`src/rtl/fetch_unit.sv`:
```
// Instruction fetch front end: owns the PC, issues reads to a fixed-latency IMEM,
// tracks in-flight requests and buffers returned words for the instruction queue.
module fetch_unit #(
  parameter logic [31:0] RESET_PC     = 32'h0000_0000,
  parameter int          IMEM_LATENCY = 2,
  parameter int          BUF_DEPTH    = 4
) (
  input  logic        clk_in,
  input  logic        rst_in,
  output logic        imem_req_out,
  output logic [31:0] imem_addr_out,
  input  logic [31:0] imem_data_in,
  input  logic        redirect_in,
  input  logic [31:0] redirect_pc_in,
  input  logic        ready_in,
  output logic        valid_out,
  output logic [31:0] instruction_out,
  output logic [31:0] pc_out
);
  localparam int PTR_W = (BUF_DEPTH > 1) ? $clog2(BUF_DEPTH) : 1;
  localparam int CNT_W = $clog2(BUF_DEPTH + IMEM_LATENCY + 1);

  logic [31:0]                        r_pc;
  logic [IMEM_LATENCY-1:0]            r_trk_vld;
  logic [IMEM_LATENCY-1:0][31:0]      r_trk_pc;
  logic [BUF_DEPTH-1:0][31:0]         r_buf_instr;
  logic [BUF_DEPTH-1:0][31:0]         r_buf_pc;
  logic [PTR_W-1:0]                   r_rd_ptr, r_wr_ptr;
  logic [CNT_W-1:0]                   r_count;
  logic [CNT_W-1:0]                   w_infl;
  logic                               w_req, w_push, w_pop;

  function automatic logic [PTR_W-1:0] f_inc(input logic [PTR_W-1:0] p);
    return (p == PTR_W'(BUF_DEPTH - 1)) ? '0 : p + 1'b1;
  endfunction

  always_comb begin
    w_infl = '0;
    for (int i = 0; i < IMEM_LATENCY; i++) w_infl = w_infl + CNT_W'(r_trk_vld[i]);
  end

  // Credit check uses registered counts only, so a same-cycle pop never frees a slot early.
  assign w_req           = !rst_in && !redirect_in && ((r_count + w_infl) < CNT_W'(BUF_DEPTH));
  assign w_push          = r_trk_vld[IMEM_LATENCY-1];
  assign valid_out       = (r_count != '0) && !redirect_in;
  assign w_pop           = valid_out && ready_in;
  assign imem_req_out    = w_req;
  assign imem_addr_out   = r_pc;
  assign instruction_out = r_buf_instr[r_rd_ptr];
  assign pc_out          = r_buf_pc[r_rd_ptr];

  always_ff @(posedge clk_in) begin
    if (rst_in) begin
      r_pc        <= RESET_PC;
      r_trk_vld   <= '0;
      r_trk_pc    <= '0;
      r_buf_instr <= '0;
      r_buf_pc    <= '0;
      r_rd_ptr    <= '0;
      r_wr_ptr    <= '0;
      r_count     <= '0;
    end else if (redirect_in) begin
      // Old responses still in the memory pipe are dropped because their tracker bits die here.
      r_pc      <= redirect_pc_in & 32'hFFFF_FFFC;
      r_trk_vld <= '0;
      r_rd_ptr  <= '0;
      r_wr_ptr  <= '0;
      r_count   <= '0;
    end else begin
      if (w_req) r_pc <= r_pc + 32'd4;
      r_trk_vld[0] <= w_req;
      r_trk_pc[0]  <= r_pc;
      for (int i = 1; i < IMEM_LATENCY; i++) begin
        r_trk_vld[i] <= r_trk_vld[i-1];
        r_trk_pc[i]  <= r_trk_pc[i-1];
      end
      if (w_push) begin
        r_buf_instr[r_wr_ptr] <= imem_data_in;
        r_buf_pc[r_wr_ptr]    <= r_trk_pc[IMEM_LATENCY-1];
        r_wr_ptr              <= f_inc(r_wr_ptr);
      end
      if (w_pop) r_rd_ptr <= f_inc(r_rd_ptr);
      r_count <= r_count + CNT_W'(w_push) - CNT_W'(w_pop);
    end
  end
endmodule

```
`config.mk`:
```
export PLATFORM = sky130hd
export DESIGN_NAME = fetch_unit
export DESIGN_NICKNAME = d
export VERILOG_FILES = /design/src/rtl/fetch_unit.sv
export SDC_FILE = /design/constraint.sdc
export NUM_CORES = 1
export LEC_CHECK = 0
export ABC_AREA = 1
export CORE_ASPECT_RATIO = 1.4
export CORE_MARGIN = 2
export CORE_UTILIZATION = 57
export CTS_BUF_LIST = sky130_fd_sc_hd__clkbuf_8
export DETAILED_ROUTE_END_ITERATION = 8
export DONT_BUFFER_PORTS = 1
export GPL_TIMING_DRIVEN = 0
export HOLD_SLACK_MARGIN = 0.15
export PLACE_DENSITY = 0.72
export SLEW_MARGIN = 20
export SYNTH_ARGS = -nofsm -noshare
export SYNTH_HDL_FRONTEND = slang
export SYNTH_SLANG_ARGS = --single-unit
```
`constraint.sdc`:
```
create_clock -name clk_in -period 3.36 [get_ports clk_in]
set_clock_uncertainty 0.2 [all_clocks]
set_input_delay 0.672 -clock clk_in [delete_from_list [all_inputs] [get_ports clk_in]]
set_output_delay 0.672 -clock clk_in [all_outputs]
set_load 0.02 [all_outputs]
```
# Word level (Yosys, flattened, before mapping)
# Cells that the tools add are included.
# word_totals
input_bits	68
regBits	361
out_inout_bits	98
# op_classes
eq_ne	2
addsub	7
n_reduce_logical	11
bitwise	1
mux	12
magnitude_cmp	4
# ops
op	n
128-bit bitwise mux	2
32-bit 2-to-1 mux	5
32-bit binary-select mux with 2-bit select	2
32-bit demux with 2-bit select	1
32-bit by 3-bit adder with 32-bit output (second input constant)	1
2-bit by 3-bit less-than comparator with 1-bit output (second input constant)	2
1-bit logical AND	5
2-bit by 1-bit adder with 2-bit output (second input constant)	2
2-bit == test (second input constant)	2
2-bit 2-to-1 mux	2
3-bit by 1-bit adder with 3-bit output	1
3-bit by 2-bit adder with 3-bit output	1
3-bit less-than comparator (second input constant)	1
3-bit nonzero test	1
3-bit by 1-bit subtractor with 3-bit output	1
1-bit by 1-bit adder with 2-bit output	1
2-bit by 1-bit >= comparator with 1-bit output (second input constant)	1
1-bit logical NOT	2
2-bit AND reduction	1
2-bit nonzero test	1
2-bit OR reduction	1
1-bit inverter	1

# Logic depth before layout (Yosys ltp)
# Gate-level depths: netlist (run 1).
# depth
depth_word	6
mapped_depth	11
ltp_nobuf	11

# Worst setup path after synthesis (run 1)
# Ideal clock, no wire load.
# synth_path
kind	input port to flip-flop
startpoint	input port redirect_in
endpoint	register r_count[1]
stages	10
required_time_ps	3046
path_slack_ps	631
arrival_ps	2415
cell_sequence	buf_2 a31oi_1 nand2_1 inv_1 ha_1 inv_1 ha_1 fa_1 inv_1 nor2_1
# synth_via
elab_chain_len	4
word_cells_on_any_way	5
classes_between	1 x add/sub; 4 x reduce/logical
# synth_lines
item	line_no	text
start: declaration	13	input logic redirect_in,
1-bit logical NOT	45	assign valid_out = (r_count != '0) && !redirect_in;
1-bit logical AND	45	
via valid_out	16	output logic valid_out,
1-bit logical AND	46	assign w_pop = valid_out && ready_in;
via w_pop	31	logic w_req, w_push, w_pop;
3-bit by 1-bit subtractor with 3-bit output	83	r_count <= r_count + CNT_W'(w_push) - CNT_W'(w_pop);
end signal: assignment	83	
end: declaration	29	logic [CNT_W-1:0] r_count;
# The timed path passes the listed nets, and every way through them passes these cells.
# A chain may end at the register's enable or synchronous reset.

# Worst setup path in the final report (run 1)
# layout_path
startpoint	register r_rd_ptr[0]
endpoint	output port instruction_out[26]
# layout_via
elab_chain_len	2
# layout_lines
item	line_no	text
start: declaration	28	logic [PTR_W-1:0] r_rd_ptr, r_wr_ptr;
start signal: assignment	82	if (w_pop) r_rd_ptr <= f_inc(r_rd_ptr);
32-bit binary-select mux with 2-bit select	49	assign instruction_out = r_buf_instr[r_rd_ptr];
32-bit 2-to-1 mux (implied by the code)	49	
end: declaration	17	output logic [31:0] instruction_out,
# No other way between the ends. The select of a mux whose other input is x is not followed.

==> results of run 1 <==
tightest hold or removal path, delay by kind of cell:
family	cells	cell delay (ns)
compound gates	2	0.17
simple gates	2	0.10
final cells by class:
cell class	count	area, sq um	area share [%]
clock buffers	69	950	5.47
well taps	324	405	2.34
plain buffers	158	714	4.12
multi-input cells	1315	6610	38.1
clock inverters	22	120	0.692
repair buffers	47	470	2.71
flip-flops and latches	347	6950	40.0
inverters	301	1130	6.53
sequential cells by signal (all words and copies together), names as in the netlist:
register,cells
r_rd_ptr,2
r_buf_instr,128
r_wr_ptr,2
imem_addr_out,30
r_trk_pc,60
r_buf_pc,120
r_trk_vld,2
r_count,3
worst paths after layout:
path / cells after the start / slack (ns) / to / from
setup reg to reg: 8 / 0.79 / imem_addr_out[26] / imem_addr_out[2]
setup / recovery: 7 / 0.06 / instruction_out[26] / r_rd_ptr[0]
hold / removal: 4 / 0.18 / imem_addr_out[30] / redirect_pc_in[30]
hold reg to reg: 2 / 0.24 / r_trk_vld[1] / r_trk_vld[0]
what timing repair did:
item,in CTS,in global routing
setup endpoints to repair,62,16
resized for setup,87,5
buffers inserted,0,0
hold buffers,47,0
pin swaps,0,0
hold endpoints to repair,148,0
routing by layer:
metal	track usage [%]	up-vias	share of wire, %
met5	0	-	0
met4	18.3	0	5.3
met3	7.02	169	7.3
met2	61.6	625	50
met1	38.7	6837	38
li1	-	7146	-
stage by stage:
| step | worst slack, ns | utilization (%) |
|---|---|---|
| 2_1_floorplan | 0.631 | - |
| 3_3_place_gp | 0.204 | 59.3 |
| 3_5_place_dp | 0.195 | 59.3 |
| 4_1_cts | 0.0402 | 66.4 |
| 5_1_grt | -0.0432 | 66.5 |
| 6_report | 0.0584 | 66.5 |
where the power goes:
group,switching [uW],internal (uW),total [uW],leakage (uW)
clock,1660,1900,3570,0.000614
sequential,136,4200,4340,0.00281
combinational,390,188,579,0.00283
cell usage in the layout, fill, tap and decap left out, types with 2 or more instances in the layout:
cell type        n
clkinv_1         2
nand3_1         41
buf_1            4
clkbuf_8        69
nor2_4           2
inv_1          312
o21bai_1         2
ha_1             9
xor2_1           3
nand3b_1         2
buf_4            8
dlygate4sd3_1   47
a31oi_1          4
a21boi_0         5
buf_6            2
clkbuf_4         3
nand4_1          6
nand2_1        226
xnor2_1          2
clkinv_2         5
a21oi_2         54
o21ai_0        374
buf_2           39
dfxtp_1        347
a211oi_1         3
clkbuf_1        89
a21oi_1        428
conb_1           4
a21oi_4          8
clkbuf_2        13
nor2_1         132
cell families after synthesis:
kind of cell | Yosys count | synth area share (%)
and+or+nand+nor | 415 | 11.1
adders and majority gates | 10 | 0.880
other | 1 | 0.0249
AOI/OAI and AO/OA | 880 | 29.4
muxes | 1 | 0.0664
xor gates and xnor gates | 5 | 0.291
DFF | 347 | 46.1
buffers and inverters | 459 | 12.0
==> impl_metrics.py, run 1 <==
metrics = {
    "clock_network": {
        "cts_made_buffers": 52,
        "cts_sinks": 347,
        "cts_tree": "yes",
        "root_buffer": "clkbuf_8",
        "cts_buffer_depth": 3,
        "clkTransAtPathRegs_ns": 0.07,
        "htreeDepth": 2,
        "insertion_delay_ns": 0.61,
    },
    "critical_path": {
        "crit_buf_inv": 4,
        "critPathLaunchType": "register",
        "worstPathRequired_ns": 2.49,
        "slowest_stage": "dfxtp_1",
        "cp-end-kind": "primary output",
        "crit_family": "buffers and inverters",
        "cp_slowest_stage_delay_ns": 0.33,
        "crit_type": "reg -> out",
        "cp_max_fo": 10,
        "path_cells": "buf_4 -> inv_1 -> clkbuf_4 -> buf_2 -> o21ai_0 -> a21oi_1 -> a21oi_2",
        "arrival_ns": 2.43,
    },
    "die": {
        "dieWidth_um": 141,
        "ioPinCount": 166,
        "std_cell_rows": 70,
        "design.core.area_sq_um": 26100,
        "die_area_sq_um": 27800,
        "die_h_um": 196,
        "initial_core_util_pct": 57.7,
    },
    "flow_run": {
        "cap_violations": 0,
    },
    "logic_synthesis": {
        "synth_commonest_cells": "490 x a21oi_1, 374 x o21ai_0, 347 x dfxtp_1, 297 x inv_1, 226 x nand2_1",
        "ys.warnings.count": 0,
        "ys_seq_area_share_pct": 46.1,
        "synth_top_area_share_pct": 46.1,
        "ys_top_cells_by_area": "dfxtp_1 46%, a21oi_1 16%, o21ai_0 12%",
        "yosysTopAreaCell": "dfxtp_1",
        "synth_area_sq_um": 15100,
        "synth_seq_cells": 347,
        "synth-async-reset-ratio_pct": 0,
        "synth_edf_count": 0,
        "synth_cell_types": 36,
        "ys.flop_type": "dfxtp_1",
        "synth_most_common_cell": "a21oi_1",
        "avgSynthCellArea_sq_um": 7.11,
        "synthCells": 2118,
    },
    "placed_design": {
        "placedInstanceArea_sq_um": 15500,
        "io_buffers": 0,
        "place_congestion": 1.00,
        "placed_cells": 2445,
        "place_hpwl_mm": 34.3,
    },
    "global_route": {
        "grt_pass1_vias": 14400,
        "grt_max_degree": 14,
        "grt-ovfl-total": 0,
        "antenna_found_initial": 0,
        "track_usage_pct": 34.6,
        "grt_pass1_wl_mm": 76.4,
    },
    "sta": {
        "hold_viol": 0,
        "period_share_pct": 98.3,
        "tightest_slew_ns": 0.948,
        "fin_setup_tns_ns": 0,
        "holdWs_ns": 0.185,
        "max_slew_margin_pct": 36.8,
        "min_period_ns": 3.30,
        "rsz0062_at_grt": "yes",
        "max_clock_freq_ghz": 0.303,
        "drv_slew": 0,
        "finalSetupViolCount": 0,
    },
    "finish": {
        "stdcell_count": 2583,
        "fillCellCount": 2396,
        "stdcell_area_sq_um": 17300,
        "nNetsFinal": 2300,
        "antenna_cells": 0,
        "final_layout_size_suffix_gt1_share_pct": 9.34,
        "synthToLayoutAreaGrowth_pct": 15.1,
    },
    "route": {
        "dr.pass1.iters": 6,
        "wl_per_cell_um": 18.9,
        "avgViaCountPerCell": 5.72,
        "route.detailed.drc": 0,
        "via_count": 14800,
        "ant_nets": 0,
        "drt_wl_total_mm": 48.9,
        "first_iter_violations": 1027,
    },
    "outcome": {
        "status": "finished clean",
    },
    "pwr": {
        "total_power_uw": 8480,
        "p_per_area_nw_per_um2": 489,
        "peakVddDrop_mv": 0.332,
        "p_leak_uw": 0.00626,
    },
    "min_path": {
        "hold_path.class": "in -> reg",
    },
}
(Power assumes the default switching activity.)
==> run 2: changes to the inputs <==
--- a/config.mk
+++ b/config.mk
@@ -12,8 +12,10 @@
 export CTS_BUF_LIST = sky130_fd_sc_hd__clkbuf_8
 export DETAILED_ROUTE_END_ITERATION = 8
 export DONT_BUFFER_PORTS = 1
+export GPL_ROUTABILITY_DRIVEN = 0
 export GPL_TIMING_DRIVEN = 0
 export HOLD_SLACK_MARGIN = 0.15
+export MAX_ROUTING_LAYER = met4
 export PLACE_DENSITY = 0.72
 export SLEW_MARGIN = 20
 export SYNTH_ARGS = -nofsm -noshare
==> constraint.sdc (replaced) <==
create_clock -name clk_in -period 3.45 [get_ports clk_in]
set_clock_uncertainty 0.2 [all_clocks]
set_input_delay 0.69 -clock clk_in [delete_from_list [all_inputs] [get_ports clk_in]]
set_output_delay 0.69 -clock clk_in [all_outputs]
set_load 0.02 [all_outputs]
==> run 2 against run 1 <==
- final area is 0.63% lower
- global-route usage is 0.070 points higher
- combinational power is 4.8% lower
- core utilization is 0.42 points lower
- via count is 1.1% lower
- critical path type unchanged
- critical endpoint is now pc_out[21]
- highest routed layer unchanged
==> impl_metrics.py, run 2 (synthesized netlist as in run 1, its figures left out) <==
metrics = {
    "flow_run": {
        "cap_violations": 0,
    },
    "clock_network": {
        "htreeDepth": 2,
        "postCtsSetupBuffers": 0,
        "root_buffer": "clkbuf_8",
        "cts_tree": "yes",
        "cts_buffer_depth": 3,
        "insertion_delay_ns": 0.61,
        "cts_made_buffers": 54,
        "cts_sinks": 347,
        "clkTransAtPathRegs_ns": 0.07,
    },
    "sta": {
        "fin_setup_tns_ns": 0,
        "max_slew_margin_pct": 39.7,
        "min_period_ns": 3.41,
        "hold_viol": 0,
        "finalSetupViolCount": 0,
        "period_share_pct": 98.9,
        "max_clock_freq_ghz": 0.293,
        "tightest_slew_ns": 0.904,
        "drv_slew": 0,
        "fin_ws_ns": 0.0366,
    },
    "route": {
        "ant_nets": 0,
        "first_iter_violations": 1022,
        "avgViaCountPerCell": 5.66,
        "wl_per_cell_um": 18.4,
        "route.detailed.drc": 0,
        "dr.pass1.iters": 6,
        "via_count": 14600,
        "drt_wl_total_mm": 47.6,
    },
    "global_route": {
        "antenna_found_initial": 0,
        "grt-ovfl-total": 0,
        "grt_max_degree": 14,
        "track_usage_pct": 34.7,
        "grt_pass1_vias": 14300,
        "grt_pass1_wl_mm": 74.7,
    },
    "finish": {
        "antenna_cells": 0,
        "layout_commonest_cell": "a21oi_1",
        "largest-register": "r_buf_instr",
        "fin_util_pct": 66.0,
        "largest_reg_flops": 128,
        "synthToLayoutAreaGrowth_pct": 14.4,
        "final_layout_size_suffix_gt1_share_pct": 8.64,
        "stdcell_area_sq_um": 17200,
        "final_cell_mix": "445 x a21oi_1, 374 x o21ai_0, 347 x dfxtp_1",
        "reg_top3": "r_buf_instr: 128 flops, r_buf_pc: 120 flops, r_trk_pc: 60 flops",
        "nNetsFinal": 2298,
    },
    "pwr": {
        "peakVddDrop_mv": 0.503,
        "p_per_area_nw_per_um2": 485,
        "p_leak_uw": 0.00625,
    },
    "critical_path": {
        "cp_max_fo": 10,
        "critPathLaunchType": "register",
        "crit_type": "reg -> out",
        "arrival_ns": 2.52,
        "worstPathRequired_ns": 2.56,
        "r2r_cells": 10,
        "regToRegStartpoint": "r_count[1]",
        "timing.rr.end": "r_count[2]",
        "crit_start": "r_rd_ptr[1]",
        "crit_end": "pc_out[21]",
        "cp-end-kind": "primary output",
        "r2r_slack_ns": 0.94,
    },
    "placed_design": {
        "pre_cts_slack_ns": 0.307,
        "placedInstanceArea_sq_um": 15500,
        "io_buffers": 0,
        "place_hpwl_mm": 33.2,
    },
    "die": {
        "design.core.area_sq_um": 26100,
        "ioPinCount": 166,
        "initial_core_util_pct": 57.7,
        "dieWidth_um": 141,
        "die_h_um": 196,
        "die_area_sq_um": 27800,
        "std_cell_rows": 70,
    },
    "min_path": {
        "min-delay-start": "redirect_pc_in[6]",
        "hold_path.class": "in -> reg",
    },
    "outcome": {
        "status": "finished clean",
    },
}
[run 2: changes by cell type in the layout (fill, tap and decap cells not counted), moves of 4 or more]
cell           delta
a21oi_1          +17
a21oi_2          -11
a21oi_4           -6
dlygate4sd3_1     -4
[run 2: worst min path at each step]
stage	to	slack (ns)	depth (start not counted)
floorplan	r_trk_vld[1]	0.21	2
global placement	r_trk_vld[1]	0.22	2
detailed placement	r_trk_vld[1]	0.23	2
CTS	imem_addr_out[16]	0.15	4
global route	imem_addr_out[6]	0.21	4
finish	imem_addr_out[6]	0.18	4
[run 2: final cells by class]
cell class,count,area [sq um]
Tap cell,324,405
Timing Repair Buffer,43,430
Clock buffer,70,963
Buffer,158,707
Multi-Input combinational cell,1315,6500
Sequential cell,347,6950
Inverter,301,1130
Fill cell,2419,8860
Clock inverter,24,154
[run 2: report_power, final]
group	internal, uW	switching [uW]
clock	1950	1630
combinational	179	372
sequential	4090	133
[run 2: per-layer routing]
layer	track usage, %	routed length (um)	part of all wire [%]	vias to the layer above
met5	-	0	0	-
met4	17.1	2330	4.9	0
met3	7.56	3860	8.1	158
met2	59.1	23300	49	603
met1	38.3	18100	38	6710
li1	-	-	-	7140
[run 2: timing repair]
action / CTS / global route
setup endpoints to repair: 62 / 43
gates resized for setup: 39 / 29
endpoints found under the hold margin: 142 / 0
hold buffers: 43 / 0
[run 2: metrics by stage]
stage	hold slack, ns	cells	total power, uW
global placement	0.223	2445	4770
finish	0.180	2582	8360
floorplan	0.213	2121	4620
global route	0.209	2582	8610
detailed placement	0.235	2445	4780
CTS	0.150	2582	8350
[run 2: critical path, stage by stage, from the launching register on]
cell and delay [ns]:
dfxtp_1 0.32, clkinv_1 0.23, clkbuf_2 0.35, clkbuf_1 0.50, a21oi_1 0.13, a21oi_2 0.39
==> run 3: changes to the inputs <==
--- a/config.mk
+++ b/config.mk
@@ -8,7 +8,7 @@
 export ABC_AREA = 1
 export CORE_ASPECT_RATIO = 1.4
 export CORE_MARGIN = 2
-export CORE_UTILIZATION = 57
+export CORE_UTILIZATION = 50
 export CTS_BUF_LIST = sky130_fd_sc_hd__clkbuf_8
 export DETAILED_ROUTE_END_ITERATION = 8
 export DONT_BUFFER_PORTS = 1
@@ -16,7 +16,6 @@
 export GPL_TIMING_DRIVEN = 0
 export HOLD_SLACK_MARGIN = 0.15
 export MAX_ROUTING_LAYER = met4
-export PLACE_DENSITY = 0.72
 export SLEW_MARGIN = 20
 export SYNTH_ARGS = -nofsm -noshare
 export SYNTH_HDL_FRONTEND = slang
==> run 3 against run 2 <==
- core utilization down 8.2 points
- die area increased by 14%
- critical path depth increased by 1
- first-iteration DRC count shrank 12%
- clock-buffer cell count is 6 lower
- maximum frequency rose by 1.6%
- global-route usage down 2.6 points
- clock power decreased by 7.5%
- sequential share of layout area decreased by 0.085 points
- cell count grew 2.6%
- power is 3.2% lower
- highest routed layer unchanged
==> impl_metrics.py, run 3 (synthesized netlist as in run 1, its figures left out) <==
metrics = {
    "finish": {
        "multi_input_area_sq_um": 6500,
        "seq_area_sq_um": 6950,
        "reg_top3": "r_buf_instr: 128 flops, r_buf_pc: 120 flops, r_trk_pc: 60 flops",
        "antenna_cells": 0,
        "fin_util_pct": 57.9,
        "largest-register": "r_buf_instr",
        "largest_reg_flops": 128,
        "final_cell_mix": "445 x a21oi_1, 374 x o21ai_0, 347 x dfxtp_1",
        "synthToLayoutAreaGrowth_pct": 14.7,
        "final_layout_size_suffix_gt1_share_pct": 8.34,
        "fillCellCount": 2957,
        "layout_commonest_cell": "a21oi_1",
        "nNetsFinal": 2305,
    },
    "sta": {
        "fin_ws_ns": 0.0887,
        "max_clock_freq_ghz": 0.298,
        "tightest_slew_ns": 0.957,
        "period_share_pct": 97.4,
        "max_slew_margin_pct": 36.2,
        "fin_setup_tns_ns": 0,
        "finalSetupViolCount": 0,
        "rsz0062_at_grt": "no",
        "drv_slew": 0,
        "hold_viol": 0,
        "min_period_ns": 3.36,
    },
    "die": {
        "die_area_sq_um": 31600,
        "dieWidth_um": 151,
        "die_h_um": 209,
        "ioPinCount": 166,
        "std_cell_rows": 75,
        "design.core.area_sq_um": 29800,
        "initial_core_util_pct": 50.5,
    },
    "route": {
        "first_iter_violations": 902,
        "ant_nets": 0,
        "route.detailed.drc": 0,
        "avgViaCountPerCell": 5.46,
        "dr.pass1.iters": 5,
        "via_count": 14500,
        "drt_wl_total_mm": 49.5,
        "wl_per_cell_um": 18.7,
    },
    "pwr": {
        "switching_power_uw": 2140,
        "sw_frac_of_total_pct": 26.5,
        "total_power_uw": 8090,
        "power_frac_seq_pct": 52.2,
        "p_clk_share_pct": 40.9,
        "internal-power_uw": 5950,
        "p_leak_uw": 0.00627,
        "power_frac_comb_pct": 6.9,
        "p_per_area_nw_per_um2": 468,
        "peakVddDrop_mv": 0.321,
    },
    "placed_design": {
        "pre_cts_slack_ns": 0.243,
        "place_hpwl_mm": 35.2,
        "io_buffers": 0,
    },
    "clock_network": {
        "cts_sinks": 347,
        "postCtsSetupBuffers": 0,
        "clkTransAtPathRegs_ns": 0.06,
        "insertion_delay_ns": 0.63,
        "htreeDepth": 2,
        "root_buffer": "clkbuf_8",
        "cts_made_buffers": 55,
        "cts_tree": "yes",
        "cts_buffer_depth": 3,
    },
    "global_route": {
        "grt-ovfl-total": 0,
        "track_usage_pct": 32.1,
        "antenna_found_initial": 0,
        "grt_pass1_vias": 14200,
        "grt_max_degree": 15,
        "grt_pass1_wl_mm": 77.1,
    },
    "critical_path": {
        "arrival_ns": 2.47,
        "slowest_stage": "a21oi_2",
        "crit_buf_inv": 4,
        "path_cells": "buf_4 -> inv_1 -> buf_2 -> clkbuf_2 -> nand2_1 -> a21oi_2",
        "crit_family": "buffers and inverters",
        "cp-end-kind": "primary output",
        "worstPathRequired_ns": 2.56,
        "cp_max_fo": 10,
        "crit_type": "reg -> out",
        "critPathLaunchType": "register",
        "cp_slowest_stage_delay_ns": 0.35,
    },
    "outcome": {
        "status": "finished clean",
    },
    "min_path": {
        "hold_path.class": "in -> reg",
    },
    "flow_run": {
        "cap_violations": 0,
    },
}
==> run 3: changes by cell type in the layout (fill, tap and decap cells not counted) <==
cell           previous run  this run
inv_1                   312       322
clkbuf_8                 70        64
dlygate4sd3_1            43        49
bufinv_16                 2         0
clkbuf_1                 90        88
clkbuf_2                 13        15
clkinv_2                  6         4
buf_1                     5         4
buf_4                     7         8
inv_6                     0         1
==> run 3: final cells by class <==
cell class	count	share of cell area, %
Timing Repair Buffer	49	2.84
Clock inverter	31	0.753
Sequential cell	347	40.2
Buffer	158	4.13
Inverter	301	6.55
Tap cell	385	2.79
Multi-Input combinational cell	1315	37.6
Clock buffer	64	5.10
==> run 3: per-layer routing <==
metal	part of all wire, %	global-route usage, %	vias up
li1	-	-	7164
met1	39	36.0	6688
met2	50	55.4	491
met3	6.7	5.70	130
met4	4.3	14.1	0
met5	0	-	-
==> run 3: stage by stage <==
stage	area, sq um	cells	hold slack, ns
after detailed placement	15600	2506	0.221
after global placement	15600	2506	0.223
after floorplan	15100	2121	0.213
after CTS	17200	2650	0.152
after global routing	17300	2650	0.198
final	17300	2650	0.173
==> run 3: timing repair <==
item / 4_1_cts / 5_1_grt
resized for setup: 50 / 22
endpoints found under the hold margin: 150 / 0
endpoints found under the setup margin: 62 / 42
hold buffers: 49 / 0
==> run 3: final timing paths <==
path	start	endpoint	slack, ns	cells after the start
max reg2reg	r_count[1]	r_count[2]	0.84	10
min reg2reg	r_trk_vld[0]	r_trk_vld[1]	0.23	2
max	r_rd_ptr[0]	pc_out[7]	0.09	6
min	redirect_pc_in[11]	imem_addr_out[11]	0.17	4
==> run 3: power groups by stage <==
stage	combinational (uW)	sequential, uW	clock [uW]
after floorplan	350	4270	0
after global placement	475	4310	0
after detailed placement	481	4310	0
after CTS	549	4220	3360
after global routing	618	4230	3530
final	555	4220	3310
==> run 3: tightest hold or removal path: stages <==
cell and delay, ns:
nand2_1 0.03, nand2_1 0.05, o21ai_0 0.08, a21oi_1 0.11
